$ cat src/rtl/fetch_unit_pkg.sv
// Shared types and default widths for the 3BC fetch sequencer.
package fetch_unit_pkg;

  localparam int kPC_W  = 10;
  localparam int kOFF_W = 8;

  typedef enum logic [1:0] {
    IDLE = 2'd0,
    LOAD = 2'd1,
    RUN  = 2'd2,
    HALT = 2'd3
  } fetch_state_t;

endpackage

$ cat src/rtl/fetch_unit_branch_target.sv
// Branch target: selects the offset source, sign-extends it and adds it to
// the branch instruction's own PC. Purely combinational.
module branch_target
  import fetch_unit_pkg::*;
#(
  parameter int PC_W  = kPC_W,
  parameter int OFF_W = kOFF_W
) (
  input  logic [PC_W-1:0]  i_pc,
  input  logic             i_offset_src,
  input  logic [OFF_W-1:0] i_reg_offset,
  input  logic [OFF_W-1:0] i_lut_offset,
  output logic [PC_W-1:0]  o_target
);

  logic [OFF_W-1:0] w_offset;
  logic [PC_W-1:0]  w_offset_sext;

  assign w_offset      = i_offset_src ? i_reg_offset : i_lut_offset;
  // Two's-complement offset; the add wraps modulo 2^PC_W by construction.
  assign w_offset_sext = {{(PC_W-OFF_W){w_offset[OFF_W-1]}}, w_offset};
  assign o_target      = i_pc + w_offset_sext;

endmodule

$ cat src/rtl/fetch_unit.sv
// Program counter / fetch sequencer: IDLE -> LOAD -> RUN -> HALT with the
// Start/Done handshake and a saturating run-cycle counter.
module fetch_unit
  import fetch_unit_pkg::*;
#(
  parameter int PC_W  = kPC_W,
  parameter int OFF_W = kOFF_W,
  parameter int CNT_W = 16
) (
  input  logic             Clk,
  input  logic             Reset_n,
  input  logic             Start,
  input  logic             Ack,
  input  logic             BranchTaken,
  input  logic             OffsetSrc,
  input  logic [OFF_W-1:0] RegOffset,
  input  logic [OFF_W-1:0] LutOffset,
  output logic [PC_W-1:0]  PC,
  output logic             Running,
  output logic             Done,
  output logic [CNT_W-1:0] CycleCount,
  output logic [1:0]       o_dbg_state
);

  // Handshake: Start is a level; while high the sequencer holds in LOAD with
  // PC=0. Done stays high in HALT until Start is sampled high again.

  fetch_state_t     r_state;
  logic [PC_W-1:0]  r_pc;
  logic [CNT_W-1:0] r_cnt;

  fetch_state_t     w_state_nxt;
  logic [PC_W-1:0]  w_pc_nxt;
  logic [CNT_W-1:0] w_cnt_nxt;
  logic [PC_W-1:0]  w_target;
  logic [PC_W-1:0]  w_pc_inc;
  logic [CNT_W-1:0] w_cnt_inc;

  branch_target #(
    .PC_W  (PC_W),
    .OFF_W (OFF_W)
  ) u_branch_target (
    .i_pc         (r_pc),
    .i_offset_src (OffsetSrc),
    .i_reg_offset (RegOffset),
    .i_lut_offset (LutOffset),
    .o_target     (w_target)
  );

  assign w_pc_inc  = r_pc + {{(PC_W-1){1'b0}}, 1'b1};
  assign w_cnt_inc = (&r_cnt) ? r_cnt : r_cnt + {{(CNT_W-1){1'b0}}, 1'b1};

  always_comb begin
    w_state_nxt = r_state;
    w_pc_nxt    = r_pc;
    w_cnt_nxt   = r_cnt;
    case (r_state)
      IDLE: begin
        if (Start) begin
          w_state_nxt = LOAD;
          w_pc_nxt    = '0;
          w_cnt_nxt   = '0;
        end
      end
      LOAD: begin
        w_pc_nxt  = '0;
        w_cnt_nxt = '0;
        if (!Start) w_state_nxt = RUN;
      end
      RUN: begin
        if (Start) begin
          w_state_nxt = LOAD;
          w_pc_nxt    = '0;
          w_cnt_nxt   = '0;
        end else begin
          // The halting instruction still counts as an executed cycle.
          w_cnt_nxt = w_cnt_inc;
          if (Ack)              w_state_nxt = HALT;
          else if (BranchTaken) w_pc_nxt    = w_target;
          else                  w_pc_nxt    = w_pc_inc;
        end
      end
      HALT: begin
        if (Start) begin
          w_state_nxt = LOAD;
          w_pc_nxt    = '0;
          w_cnt_nxt   = '0;
        end
      end
      default: begin
        w_state_nxt = IDLE;
        w_pc_nxt    = '0;
        w_cnt_nxt   = '0;
      end
    endcase
  end

  always_ff @(posedge Clk or negedge Reset_n) begin
    if (!Reset_n) begin
      r_state <= IDLE;
      r_pc    <= '0;
      r_cnt   <= '0;
    end else begin
      r_state <= w_state_nxt;
      r_pc    <= w_pc_nxt;
      r_cnt   <= w_cnt_nxt;
    end
  end

  assign PC          = r_pc;
  assign CycleCount  = r_cnt;
  assign Running     = (r_state == RUN);
  assign Done        = (r_state == HALT);
  assign o_dbg_state = r_state;

endmodule

$ cat config.mk
export PLATFORM = sky130hd
export DESIGN_NAME = fetch_unit
export DESIGN_NICKNAME = d
export VERILOG_FILES = /design/src/rtl/fetch_unit_pkg.sv /design/src/rtl/fetch_unit_branch_target.sv /design/src/rtl/fetch_unit.sv
export SDC_FILE = /design/constraint.sdc
export NUM_CORES = 1
export LEC_CHECK = 0
export CORE_ASPECT_RATIO = 0.75
export CORE_MARGIN = 1
export CORE_UTILIZATION = 46
export DETAILED_ROUTE_END_ITERATION = 10
export HOLD_SLACK_MARGIN = 0.15
export MAX_ROUTING_LAYER = met4
export PLACE_DENSITY = 0.74
export SLEW_MARGIN = 10
export SYNTH_ARGS = -nofsm -noshare
export SYNTH_HDL_FRONTEND = slang
export SYNTH_HIERARCHICAL = 1
export SYNTH_SLANG_ARGS = --single-unit
$ cat constraint.sdc
create_clock -name Clk -period 1.87 [get_ports Clk]
set_input_delay 0.4675 -clock Clk [delete_from_list [all_inputs] [get_ports Clk]]
set_output_delay 0.4675 -clock Clk [all_outputs]
set_load 0.05 [all_outputs]
# After elaboration in Yosys (flattened, before gate mapping)
# Index checks and enable logic that the tools add are counted.
[classes]
muxes = 15
addsub = 3
n_eq_ne = 8
n_reduce_logical = 6
[ops]
columns = ["op", "count"]
rows = [
  ["$mux W16", 3],
  ["$pmux W16 S3", 1],
  ["$mux W10", 4],
  ["$pmux W10 S3", 1],
  ["$add A16 B1 Y16 const B", 1],
  ["$reduce_and A16 Y1", 1],
  ["$add A10 B1 Y10 const B", 1],
  ["$add A10 B10 Y10", 1],
  ["$ne A3 B3 Y1 const B", 3],
  ["$mux W2", 4],
  ["$mux W8", 1],
  ["$pmux W2 S3", 1],
  ["$eq A2 B2 Y1 const B", 2],
  ["$reduce_and A2 Y1", 2],
  ["$reduce_and A3 Y1", 1],
  ["$eq A2 B1 Y1 const B", 1],
  ["$logic_not A2 Y1", 1],
  ["$ne A2 B1 Y1 const B", 1],
  ["$ne A2 B2 Y1 const B", 1],
  ["$reduce_or A2 Y1", 1],
]
[word_totals]
regBits = 28
output_inout_bits = 30
elab_cells = 35
inputBits = 22

# Logic depth before layout (Yosys ltp)
[depth]
depth_word = 6
ltp_mapped = 11
ltp_nobuf = 10

# By module
# The synthesis kept the hierarchy.
[by_module_without_submodules]
columns = ["module", "cells_each", "instances", "area_each_um2"]
rows = [
  ["fetch_unit", 212, 1, 1826.8],
  ["branch_target", 59, 1, 484.2],
]

# Worst setup path after synthesis
# No wires, ideal clock.
[synth_path]
path_kind = "register to register"
start = "reg r_state[0], in the netlist o_dbg_state[0]"
end = "reg r_cnt[14], in the netlist CycleCount[14]"
required_ps = 1793
path_buffers = 2
arrival_ps = 2471
path_stages_with_launch = 9
synth_period_minus_slack_ps = 2548
path_slack_ps = -678
cell_sequence = "dfrtp_1 -> inv_1 -> ha_1 -> nor2b_1 -> buf_6 -> and4_4 -> buf_6 -> or4_1 -> a21oi_1"
[synth_via]
elab_cells_between_ends = 9
classes_between = "eq/ne: 5; mux: 1; reduce/logical: 3"
[synth_lines]
columns = ["item", "line", "rtl"]
rows = [
  ["start: declaration", "fetch_unit.sv:28", "fetch_state_t r_state;"],
  ["start signal: assignment", "fetch_unit.sv:104", "r_state <= w_state_nxt;"],
  ["$eq A2 B2 Y1 *", "-", ""],
  ["named net Running", "fetch_unit.sv:19", "output logic Running,"],
  ["$ne A3 B3 Y1 (no source line)", "-", ""],
  ["$reduce_and A2 Y1 (no source line)", "-", ""],
  ["end signal: assignment", "fetch_unit.sv:106", "r_cnt <= w_cnt_nxt;"],
  ["end: declaration", "fetch_unit.sv:30", "logic [CNT_W-1:0] r_cnt;"],
]
# Mark *: on every way through the listed nets, which the timed path passes. The rest lies on a longest branch.
# A chain may end at the register's enable or synchronous reset.

# Final worst setup path
[layout_path]
start = "in OffsetSrc"
end = "reg r_pc[7], in the netlist PC[7]"
[layout_via]
elab_chain_cells = 6
[layout_rtl]
columns = ["item", "line", "rtl"]
rows = [
  ["start: declaration", "fetch_unit.sv:15", "input logic OffsetSrc,"],
  ["$mux W8", "fetch_unit_branch_target.sv:19", "assign w_offset = i_offset_src ? i_reg_offset : i_lut_offset;"],
  ["$add A10 B10 Y10", "fetch_unit_branch_target.sv:22", "assign o_target = i_pc + w_offset_sext;"],
  ["named net w_target[7]", "fetch_unit.sv:35", "logic [PC_W-1:0] w_target;"],
  ["$mux W10", "fetch_unit.sv:79", "else if (BranchTaken) w_pc_nxt = w_target;"],
  ["$mux W10", "fetch_unit.sv:78", "if (Ack) w_state_nxt = HALT;"],
  ["$mux W10", "fetch_unit.sv:71", "if (Start) begin"],
  ["$pmux W10 S3", "fetch_unit.sv:57", "case (r_state)"],
  ["end signal: assignment", "fetch_unit.sv:105", "r_pc <= w_pc_nxt;"],
  ["end: declaration", "fetch_unit.sv:29", "logic [PC_W-1:0] r_pc;"],
]
# The timed path passes the listed nets, and every way through them passes these cells. The select of a mux whose other input is x is not followed.

==> impl_metrics.json <==
{
  "hold_viol_final": 0,
  "syn_area_per_cell_um2": 8.53,
  "syn-cell-area_um2": 2310,
  "die_h_um": 63.4,
  "synth_area_leaders": "dfrtp_1 (30%), ha_1 (7.6%), a21oi_1 (3.5%)",
  "synth_edf_count": 0,
  "hold_buffers": 0,
  "met2_usage_pct": 45.0,
  "ys_ff_latch": 28,
  "setup-tns-final_ns": -1.14,
  "vias": 2818,
  "wire_per_inst_um": 18.5,
  "firstDrtPassIters": 8,
  "cpMaxStageDelayCell": "mux2_4",
  "slew_violations": 0,
  "fmax_ghz": 0.469,
  "grt_pass1_vias": 2539,
  "drive_gt1_share_pct": 43.4,
  "end_kind": "register",
  "async_flop_share_pct": 100,
  "portBuffers": 51,
  "die_area_um2": 5310,
  "setup.worst_path.class": "in -> reg",
  "rows": 21,
  "cts_tree": "built",
  "htree_levels": 1,
  "r2r_slack_ns": -0.08,
  "grt_pass1_wl_um": 12300,
  "numCtsBuffers": 3,
  "ys_warn_count": 6,
  "final.min_clock_period_ns": 2.13,
  "use_met3_pct": 4.33,
  "hpwl_um": 5330,
  "grt.total_usage_pct": 29.8,
  "crit_fanout": 5,
  "fin_nets": 425,
  "hold_path_class": "in -> async",
  "syn_inst": 271,
  "antenna_found_initial": 1,
  "setup_viol": 7,
  "start_util_pct": 49.7,
  "globalplace.congestion": 0.907,
  "finalWirelength_um": 8230,
  "startpoint_type": "input pin",
  "clk_pin_slew_ns": 0.11,
  "ant_nets": 0,
  "syn2layout_area_growth_pct": 67.7,
  "synth_top_cell_by_area": "dfrtp_1",
  "max-slew-margin-rel_pct": 67.4,
  "power_leakage_uw": 0.00177,
  "synthMostInstantiatedCell": "dfrtp_1",
  "powerDensity_nw_per_um2": 722,
  "outcome": "finished, violations left",
  "synth_top_area_share_pct": 30.3,
  "avgViaCountPerCell": 6.33,
  "r2r-start": "o_dbg_state[0]",
  "timing.final.crit_share_pct": 114,
  "syn_nets": 308,
  "rsz0062_at_grt": "true",
  "place_inst": 423,
  "maxCapViolations": 0,
  "worstPathRequired_ns": 2.08,
  "slowest_delay_ns": 0.31,
  "worst_slack_ns": -0.260,
  "gr-total-overflow": 0,
  "drtIter0Drc": 271,
  "met1_usage_pct": 41.8,
  "r2r_cells": 6,
  "dieWidth_um": 83.8,
  "synth_cell_types": 53,
  "grt_max_degree": 29,
  "crit_chain": "buf_6, buf_8, mux2_4, ha_4, nand3_2, o211ai_1, buf_4, a31oi_4, xnor2_1, nand2_1, o31a_1, o22ai_2",
  "grt_most_used_layer": "met2",
  "ys_seq_area_share_pct": 30.3,
  "cts_buffer_depth": 2,
  "violations": "DRC, setup timing",
  "drcViolationCount": 4,
  "vdd_drop_max_v": 0.000934,
  "clkSinkCount": 28,
  "clock_latency_ns": 0.28,
  "root_buffer": "clkbuf_8",
  "yosys-top-cells-count": "dfrtp_1 (28), nand2_1 (20), nor2_1 (17)",
  "reg2reg_to": "PC[8]",
  "arrival_ns": 2.34,
  "ys.flop_type": "dfrtp_1",
  "core_area_um2": 4650,
  "clock_skew_ns": 0.00657,
  "final_cells": 445,
  "ios": 52,
  "tightest_slew_ns": 0.488
}
==> cell type report <==
cell class                      instances  area, µm²
Timing Repair Buffer                  128       1190
Antenna cell                            1       2.50
Multi-Input combinational cell        214       1810
Tap cell                               57       71.3
Inverter                               13       48.8
Sequential cell                        28        704
Fill cell                             267        774
Clock buffer                            4       55.1
==> through the flow <==
| stage | hold slack (ns) | total power, µW | util (%) | area [µm²] | setup slack, ns |
|---|---|---|---|---|---|
| final | 0.565 | 2800 | 83.3 | 3880 | -0.260 |
| after floorplan | 0.172 | 1580 | - | 2500 | -0.302 |
| after detailed placement | 0.554 | 2140 | 75.0 | 3490 | -1.07 |
| after global placement | 0.548 | 2110 | 75.0 | 3490 | -0.946 |
| after global routing | 0.584 | 2920 | 83.3 | 3880 | -0.347 |
| after CTS | 0.570 | 2570 | 78.8 | 3660 | -0.237 |
==> worst max-delay path by stage <==
stage               startpoint  endpoint  cells past startpoint
floorplan            OffsetSrc     PC[8]                      9
global placement     OffsetSrc     PC[7]                     11
detailed placement   OffsetSrc     PC[7]                     11
CTS                  OffsetSrc     PC[7]                     13
global route         OffsetSrc     PC[7]                     12
finish               OffsetSrc     PC[7]                     12
==> cells in the final DEF (no fill, tap or decap), drive strengths merged, types with 4 or more instances in the layout <==
cell | netlist | routed
xnor2 | 6 | 6
clkdlybuf4s50 | 0 | 6
nand4 | 9 | 9
and3 | 7 | 7
dlygate4sd2 | 0 | 12
inv | 13 | 13
a21oi | 16 | 16
clkbuf | 6 | 4
nor2b | 4 | 4
dfrtp | 28 | 28
nand2 | 20 | 20
nor2 | 17 | 17
nor3 | 7 | 7
mux2i | 7 | 7
ha | 14 | 14
or4 | 4 | 4
buf | 10 | 108
o21ai | 18 | 18
a31oi | 4 | 4
nand3 | 15 | 15
mux2 | 7 | 7
o211ai | 8 | 8
o31ai | 5 | 5
==> routing by layer <==
layer / up-vias / wire length (µm)
met1: 1335 / 3440
met4: 0 / 246
met5: - / 0
met3: 28 / 782
met2: 201 / 3760
li1: 1254 / -
==> power by group <==
group | leakage [µW] | internal, µW | switching (µW)
clock | 0.0000288 | 189 | 210
combinational | 0.00136 | 801 | 913
sequential | 0.000381 | 649 | 36.8
==> critical path: cells and delay by family <==
family	cells	cell delay [ns]
buffers and inverters	3	0.41
and+or+nand+nor	2	0.15
xor gates and xnor gates	1	0.15
adders and majority gates	1	0.29
AOI/OAI and AO/OA	4	0.57
muxes	1	0.31
==> state kept, by name, summed over array words and instances (netlist names) <==
| name | flops |
|---|---|
| PC | 10 |
| o_dbg_state | 2 |
| CycleCount | 16 |
==> repair_timing <==
action | CTS | global route
setup buffers | 6 | 11
setup endpoints to repair | 11 | 17
gates cloned | 0 | 1
gates resized for setup | 44 | 23
pin swaps | 27 | 20
==> logic make-up (layout without fill, tap and decap cells) <==
| logic type | count (synthesis) | after routing | synth area share [%] |
|---|---|---|---|
| AO/OA/AOI/OAI | 75 | 75 | 21.3 |
| adder cells (fa/ha/maj) | 15 | 15 | 8.45 |
| multiplexers | 14 | 14 | 6.44 |
| other | 0 | 1 | 0 |
| buffers and inverters | 29 | 145 | 6.01 |
| XOR/XNOR | 8 | 8 | 3.63 |
| flip-flops | 28 | 28 | 30.3 |
| AND/OR/NAND/NOR | 102 | 102 | 23.8 |
Note: power is estimated with default switching activity, not from simulation.
